$ cat config.mk
export PLATFORM = sky130hd
export DESIGN_NAME = stream_in_port
export DESIGN_NICKNAME = d
export VERILOG_FILES = /design/src/rtl/vdma_pkg.sv /design/src/rtl/stream_in_geom_cnt.sv /design/src/rtl/stream_in_port.sv
export SDC_FILE = /design/constraint.sdc
export NUM_CORES = 1
export LEC_CHECK = 0
export ABC_AREA = 1
export BUFFER_PORTS_ARGS = -buffer_cell sky130_fd_sc_hd__buf_2
export CAP_MARGIN = 20
export CORE_MARGIN = 1.5
export CORE_UTILIZATION = 40
export CTS_CLUSTER_SIZE = 10
export DETAILED_ROUTE_END_ITERATION = 10
export SETUP_SLACK_MARGIN = 0.5
export SYNTH_ARGS = -nofsm -noshare
export SYNTH_HDL_FRONTEND = slang
export SYNTH_SLANG_ARGS = --single-unit
$ cat constraint.sdc
create_clock -name clock -period 8.66 [get_ports clock]
set_input_delay 1.299 -clock clock [delete_from_list [all_inputs] [get_ports clock]]
set_output_delay 1.299 -clock clock [all_outputs]
set_load 0.1 [all_outputs]
$ cat src/rtl/vdma_pkg.sv
// Shared VDMA definitions: ingress/egress state encoding, mode strings and geometry width.
package vdma_pkg;
    localparam int GEOM_W = 16;

    localparam string MODE_ONCE = "ONCE";
    localparam string MODE_LINE = "LINE";
    localparam string FS_ON     = "ON";
    localparam string FS_OFF    = "OFF";

    typedef enum logic [1:0] {
        WAIT_SOF = 2'd0,
        ARMED    = 2'd1,
        ACTIVE   = 2'd2,
        DROP     = 2'd3
    } state_t;
endpackage

$ cat src/rtl/stream_in_geom_cnt.sv
// Pixel/line counters and per-frame geometry latch for the stream ingress port.
// On a load beat the compares use the live geometry and a (0,0) position.
module stream_in_geom_cnt
    import vdma_pkg::*;
(
    input  logic              clock,
    input  logic              rst_n,
    input  logic              i_load,
    input  logic              i_wr,
    input  logic              i_tlast,
    input  logic              i_clr,
    input  logic [GEOM_W-1:0] i_hactive,
    input  logic [GEOM_W-1:0] i_vactive,
    output logic              o_at_end,
    output logic              o_last_line,
    output logic              o_at_origin
);
    logic [GEOM_W-1:0] r_hact, r_vact, r_pix, r_line;
    logic [GEOM_W-1:0] w_hact, w_vact, w_pix, w_line;

    assign w_hact = i_load ? i_hactive : r_hact;
    assign w_vact = i_load ? i_vactive : r_vact;
    assign w_pix  = i_load ? '0 : r_pix;
    assign w_line = i_load ? '0 : r_line;

    // >= so a line that overran on its first beat still trips the end check
    assign o_at_end    = (w_pix >= (w_hact - GEOM_W'(1)));
    assign o_last_line = (w_line == (w_vact - GEOM_W'(1)));
    assign o_at_origin = (r_pix == '0) && (r_line == '0);

    always_ff @(posedge clock or negedge rst_n) begin
        if (!rst_n) begin
            r_hact <= '0;
            r_vact <= '0;
            r_pix  <= '0;
            r_line <= '0;
        end else begin
            if (i_load) begin
                r_hact <= i_hactive;
                r_vact <= i_vactive;
            end
            if (i_clr) begin
                r_pix  <= '0;
                r_line <= '0;
            end else if (i_wr) begin
                if (o_at_end && i_tlast) begin
                    r_pix  <= '0;
                    r_line <= o_last_line ? '0 : w_line + GEOM_W'(1);
                end else begin
                    r_pix  <= w_pix + GEOM_W'(1);
                    r_line <= w_line;
                end
            end
        end
    end
endmodule

$ cat src/rtl/stream_in_port.sv
// VDMA write-side ingress: AXI4-Stream video to frame-buffer write FIFO with
// geometry checking and frame/line alignment strobes.
module stream_in_port
    import vdma_pkg::*;
#(
    parameter int    DSIZE      = 24,
    parameter string MODE       = "ONCE",
    parameter string FRAME_SYNC = "ON"
) (
    input  logic              clock,
    input  logic              rst_n,
    input  logic              enable,
    input  logic [GEOM_W-1:0] vactive,
    input  logic [GEOM_W-1:0] hactive,
    input  logic [DSIZE-1:0]  axi_tdata,
    input  logic              axi_tvalid,
    output logic              axi_tready,
    input  logic              axi_tuser,
    input  logic              axi_tlast,
    input  logic              fifo_full,
    output logic              wr_en,
    output logic [DSIZE-1:0]  wr_data,
    output logic              falign,
    output logic              lalign,
    output logic              ealign,
    output logic              err_short,
    output logic              err_long,
    output logic              err_sof
);
    localparam state_t RESTART_ST = (FRAME_SYNC == FS_ON) ? WAIT_SOF : ARMED;
    localparam bit     LINE_MODE  = (MODE == MODE_LINE);

    state_t r_state, w_next;
    logic   w_tready, w_acc, w_start, w_norm, w_wr, w_lend, w_clr;
    logic   w_fal, w_lal, w_eal, w_es, w_el, w_esof;
    logic   w_at_end, w_last_line, w_at_origin;

    assign w_tready   = enable && !fifo_full && (hactive != '0) && (vactive != '0);
    assign w_acc      = axi_tvalid && w_tready;
    assign axi_tready = w_tready;

    stream_in_geom_cnt u_geom (
        .clock       (clock),
        .rst_n       (rst_n),
        .i_load      (w_start),
        .i_wr        (w_wr),
        .i_tlast     (axi_tlast),
        .i_clr       (w_clr),
        .i_hactive   (hactive),
        .i_vactive   (vactive),
        .o_at_end    (w_at_end),
        .o_last_line (w_last_line),
        .o_at_origin (w_at_origin)
    );

    always_ff @(posedge clock or negedge rst_n) begin
        if (!rst_n) r_state <= RESTART_ST;
        else        r_state <= w_next;
    end

    always_comb begin
        w_next  = r_state;
        w_start = 1'b0;
        w_norm  = 1'b0;
        w_es    = 1'b0;
        w_el    = 1'b0;
        w_esof  = 1'b0;
        w_lal   = 1'b0;
        w_eal   = 1'b0;
        if (w_acc) begin
            case (r_state)
                WAIT_SOF, DROP: w_start = axi_tuser;
                ARMED:          w_start = 1'b1;
                ACTIVE: begin
                    // restart outranks the line-length checks
                    if (axi_tuser) begin
                        w_start = 1'b1;
                        w_esof  = !w_at_origin;
                    end else if (axi_tlast && !w_at_end) begin
                        w_es   = 1'b1;
                        w_next = DROP;
                    end else if (w_at_end && !axi_tlast) begin
                        w_el   = 1'b1;
                        w_next = DROP;
                    end else begin
                        w_norm = 1'b1;
                    end
                end
                default: w_next = RESTART_ST;
            endcase
        end
        w_wr  = w_start || w_norm;
        w_fal = w_start;
        w_clr = w_es || w_el;
        if (w_start) w_next = ACTIVE;
        w_lend = w_wr && w_at_end && axi_tlast;
        if (w_lend) begin
            w_lal = 1'b1;
            if (w_last_line) begin
                w_eal  = 1'b1;
                w_next = RESTART_ST;
            end
        end
    end

    always_ff @(posedge clock or negedge rst_n) begin
        if (!rst_n) begin
            wr_en     <= 1'b0;
            wr_data   <= '0;
            falign    <= 1'b0;
            lalign    <= 1'b0;
            ealign    <= 1'b0;
            err_short <= 1'b0;
            err_long  <= 1'b0;
            err_sof   <= 1'b0;
        end else begin
            wr_en     <= w_wr;
            if (w_wr) wr_data <= axi_tdata;
            falign    <= w_fal;
            lalign    <= w_lal && LINE_MODE;
            ealign    <= w_eal;
            err_short <= w_es;
            err_long  <= w_el;
            err_sof   <= w_esof;
        end
    end
endmodule

==> flow_metrics.py <==
metrics = {
    "worst_setup_path": {
        "slowest_stage": "or2_2",
        "crit_path_start_kind": "input pin",
        "slowest_delay_ns": 0.30,
        "worstPathRequired_ns": 8.92,
        "worstSetupPathType": "in -> reg",
        "critical_path.top_delay_family": "simple AND/OR/NAND/NOR gates",
        "crit_fanout": 27,
        "cp-end-kind": "register",
        "critPathMostFrequentCell": "nand2_1",
        "worst-path-buf-inv": 9,
        "arrival_ns": 7.04,
    },
    "synthesis": {
        "syn_nets": 988,
        "syn-mean-instance-area_sq_um": 7.25,
        "synthCells": 901,
        "synth_adder_area_share": 0.0460,
        "yosysWarnings": 0,
        "ys.flop_type": "dfrtp_1",
        "synth_edf_count": 0,
        "async_reset_ff_frac": 1.00,
        "synth_top_cell_by_area": "dfrtp_1",
        "ys_ff_latch": 96,
        "synth_xor_area_frac": 0.0362,
        "synthTopCellsByArea": "dfrtp_1 (37%), nand2_1 (15%), inv_1 (7.3%)",
        "synth_top_family_by_area": "simple AND/OR/NAND/NOR gates",
        "yosysTopAreaCellShare": 0.368,
        "synth_cell_types": 45,
        "synth-simple-area-share": 0.368,
        "synth-compound-area-share": 0.0662,
        "synth-seq-area-share": 0.368,
        "synthMuxAreaShare": 0.00306,
        "syn_area_sq_um": 6540,
    },
    "min_path": {
        "hold_path.class": "reg -> reg",
    },
    "clock_tree": {
        "clk_latency_ns": 0.36,
        "cts_resized": 0,
        "clk_pin_slew_ns": 0.07,
        "cts_root_buf": "clkbuf_16",
        "clock_sink_count": 96,
        "numCtsBuffers": 9,
        "cts_max_level": 3,
        "tritoncts": "built",
        "post-cts-setup-buffers": 0,
        "cts_hold_buf": 0,
        "clockBufferDepth": 2,
    },
    "sta": {
        "finClkSkew_ns": 0.0130,
        "fin_crit_sh": 0.783,
        "rsz0062_at_grt": "no",
        "setup_viol": 0,
        "finalWorstSetupSlack_ns": 1.88,
        "timing.fmax_mhz": 147,
        "setup_tns_ns": 0,
        "fin_crit_ns": 6.78,
        "slew-limit-headroom": 0.555,
        "drv_slew": 0,
        "worstMarginPinSlew_ns": 0.668,
        "hold_viol_final": 0,
    },
    "outcome": {
        "status": "complete, no violations",
    },
    "power": {
        "p_per_area_nw_per_um2": 259,
        "leakage_nw": 3.99,
        "peakVddDrop_mv": 0.230,
    },
    "finish": {
        "syn_to_final_growth_pct": 14.2,
        "diodes": 0,
        "nFillCells": 1698,
        "mostFrequentLayoutCells": "nand2_1 (265), inv_1 (127), dfrtp_1 (96), buf_2 (92), nor2_1 (79)",
        "drive_above_1_share": 0.207,
        "nNetsFinal": 1075,
        "layout.cells.most_common": "nand2_1",
    },
    "placement": {
        "place_ws_ns": 1.45,
        "io_buffers": 93,
        "dpl.hpwl_um": 12300,
        "finalWeightedCongestion": 0.882,
    },
    "detailed_routing": {
        "wl_per_cell_um": 13.4,
        "via_per_inst": 4.78,
        "dr.pass1.iters": 5,
        "vias": 5773,
        "drc_errors": 0,
        "ant_nets": 0,
        "wl_um": 16200,
        "drtIter0Drc": 314,
    },
    "floorplan": {
        "die_h_um": 131,
        "rows": 46,
        "core_sq_um": 15900,
        "initial_core_util": 0.410,
        "io_pins": 95,
        "die-area_sq_um": 17100,
        "die_w_um": 131,
    },
    "grt": {
        "antenna_found_initial": 0,
        "gr-usage-all-layers": 0.203,
        "grt_pass1_wl_um": 26800,
        "grt.overflow.total": 0,
        "grt_max_degree": 53,
        "first_global_vias": 5410,
    },
    "run": {
        "cap_violations": 0,
    },
}
-- tightest hold or removal path: cells and delay by family (launching register included) --
family	cells	cell delay, ns
flip-flops	1	0.34
AND/OR/NAND/NOR	2	0.10
-- cell type report --
| type | instances | area, sq um | area share |
|---|---|---|---|
| Multi-Input combinational cell | 634 | 3400 | 0.456 |
| Clock inverter | 6 | 92.6 | 0.0124 |
| Timing Repair Buffer | 99 | 513 | 0.0687 |
| Sequential cell | 96 | 2400 | 0.322 |
| Clock buffer | 10 | 229 | 0.0307 |
| Inverter | 148 | 556 | 0.0744 |
| Tap cell | 216 | 270 | 0.0362 |
-- power by group --
part	total (W)	switching [W]	internal, W	leakage [nW]
sequential	0.000623	0.0000677	0.000555	1.21
combinational	0.000871	0.000640	0.000231	2.63
clock	0.000442	0.000187	0.000255	0.149
total	0.00194	0.000894	0.00104	3.99
-- cells in the mapped netlist, types with 2 or more instances --
cell / number
o21ai_0: 23
nor3_1: 7
inv_1: 127
nand3_4: 2
nor4_1: 11
o21ai_1: 10
a21oi_1: 17
xor2_1: 21
nor2_1: 79
nand3_1: 46
dfrtp_1: 96
or2_1: 6
nor2_2: 14
xnor2_1: 6
buf_2: 4
nand4_1: 22
buf_6: 11
clkinv_1: 3
and3_1: 2
nor2_4: 8
a31oi_1: 2
a211oi_1: 2
nand3_2: 13
ha_1: 24
nand3b_1: 3
or2_2: 3
mux2i_1: 2
nor3_2: 4
nand2_2: 16
nand2_1: 265
inv_2: 18
o22ai_1: 7
clkbuf_1: 7
o21ai_2: 9
-- per-layer routing --
layer  vias to the layer above  track usage  part of all wire
met2                       131        0.337              0.46
met3                        13       0.0297             0.043
li1                       3008            -                 -
met5                         -            0                 0
met4                         0       0.0659             0.014
met1                      2621        0.272              0.48
-- per-stage QoR --
| stage | instances | utilization | area (sq um) | power (W) | hold WS, ns |
|---|---|---|---|---|---|
| after floorplan | 901 | - | 6540 | 0.00131 | 0.432 |
| after global placement | 1193 | 0.448 | 7140 | 0.00150 | 0.452 |
| after detailed placement | 1193 | 0.448 | 7140 | 0.00150 | 0.458 |
| after CTS | 1209 | 0.468 | 7460 | 0.00195 | 0.476 |
| after global routing | 1209 | 0.468 | 7460 | 0.00207 | 0.498 |
| final | 1209 | 0.468 | 7460 | 0.00194 | 0.470 |
-- kinds of logic (layout without fill, tap and decap cells) --
kind of cell               count (synthesis)  after routing
muxes                                      2              2
and+or+nand+nor                          506            506
xor gates and xnor gates                  27             27
adders and majority gates                 24             24
buffers and inverters                    171            263
AOI/OAI and AO/OA                         74             74
DFF                                       96             96
other                                      1              1
-- flip-flops by register name, indices dropped and copies added, names as in the netlist --
name           flops
ealign             1
err_long           1
err_short          1
err_sof            1
falign             1
r_state            2
u_geom.r_hact     16
u_geom.r_line     16
u_geom.r_pix      16
u_geom.r_vact     16
wr_data           24
wr_en              1
-- worst paths after layout --
check	startpoint	endpoint	slack (ns)	depth (start not counted)
setup / recovery	hactive[14]	u_geom.r_pix[14]$_DFFE_PN0P_	1.88	35
hold reg to reg	wr_data[0]$_DFFE_PN0P_	wr_data[0]$_DFFE_PN0P_	0.47	2
max in group asynchronous	rst_n	u_geom.r_line[8]$_DFFE_PN0P_	6.62	2
min in group asynchronous	rst_n	u_geom.r_hact[1]$_DFF_PN0_	0.95	1
hold / removal	wr_data[0]$_DFFE_PN0P_	wr_data[0]$_DFFE_PN0P_	0.47	2
setup reg to reg	r_state[0]$_DFF_PN0_	u_geom.r_pix[14]$_DFFE_PN0P_	2.69	28
(Power assumes the default switching activity.)
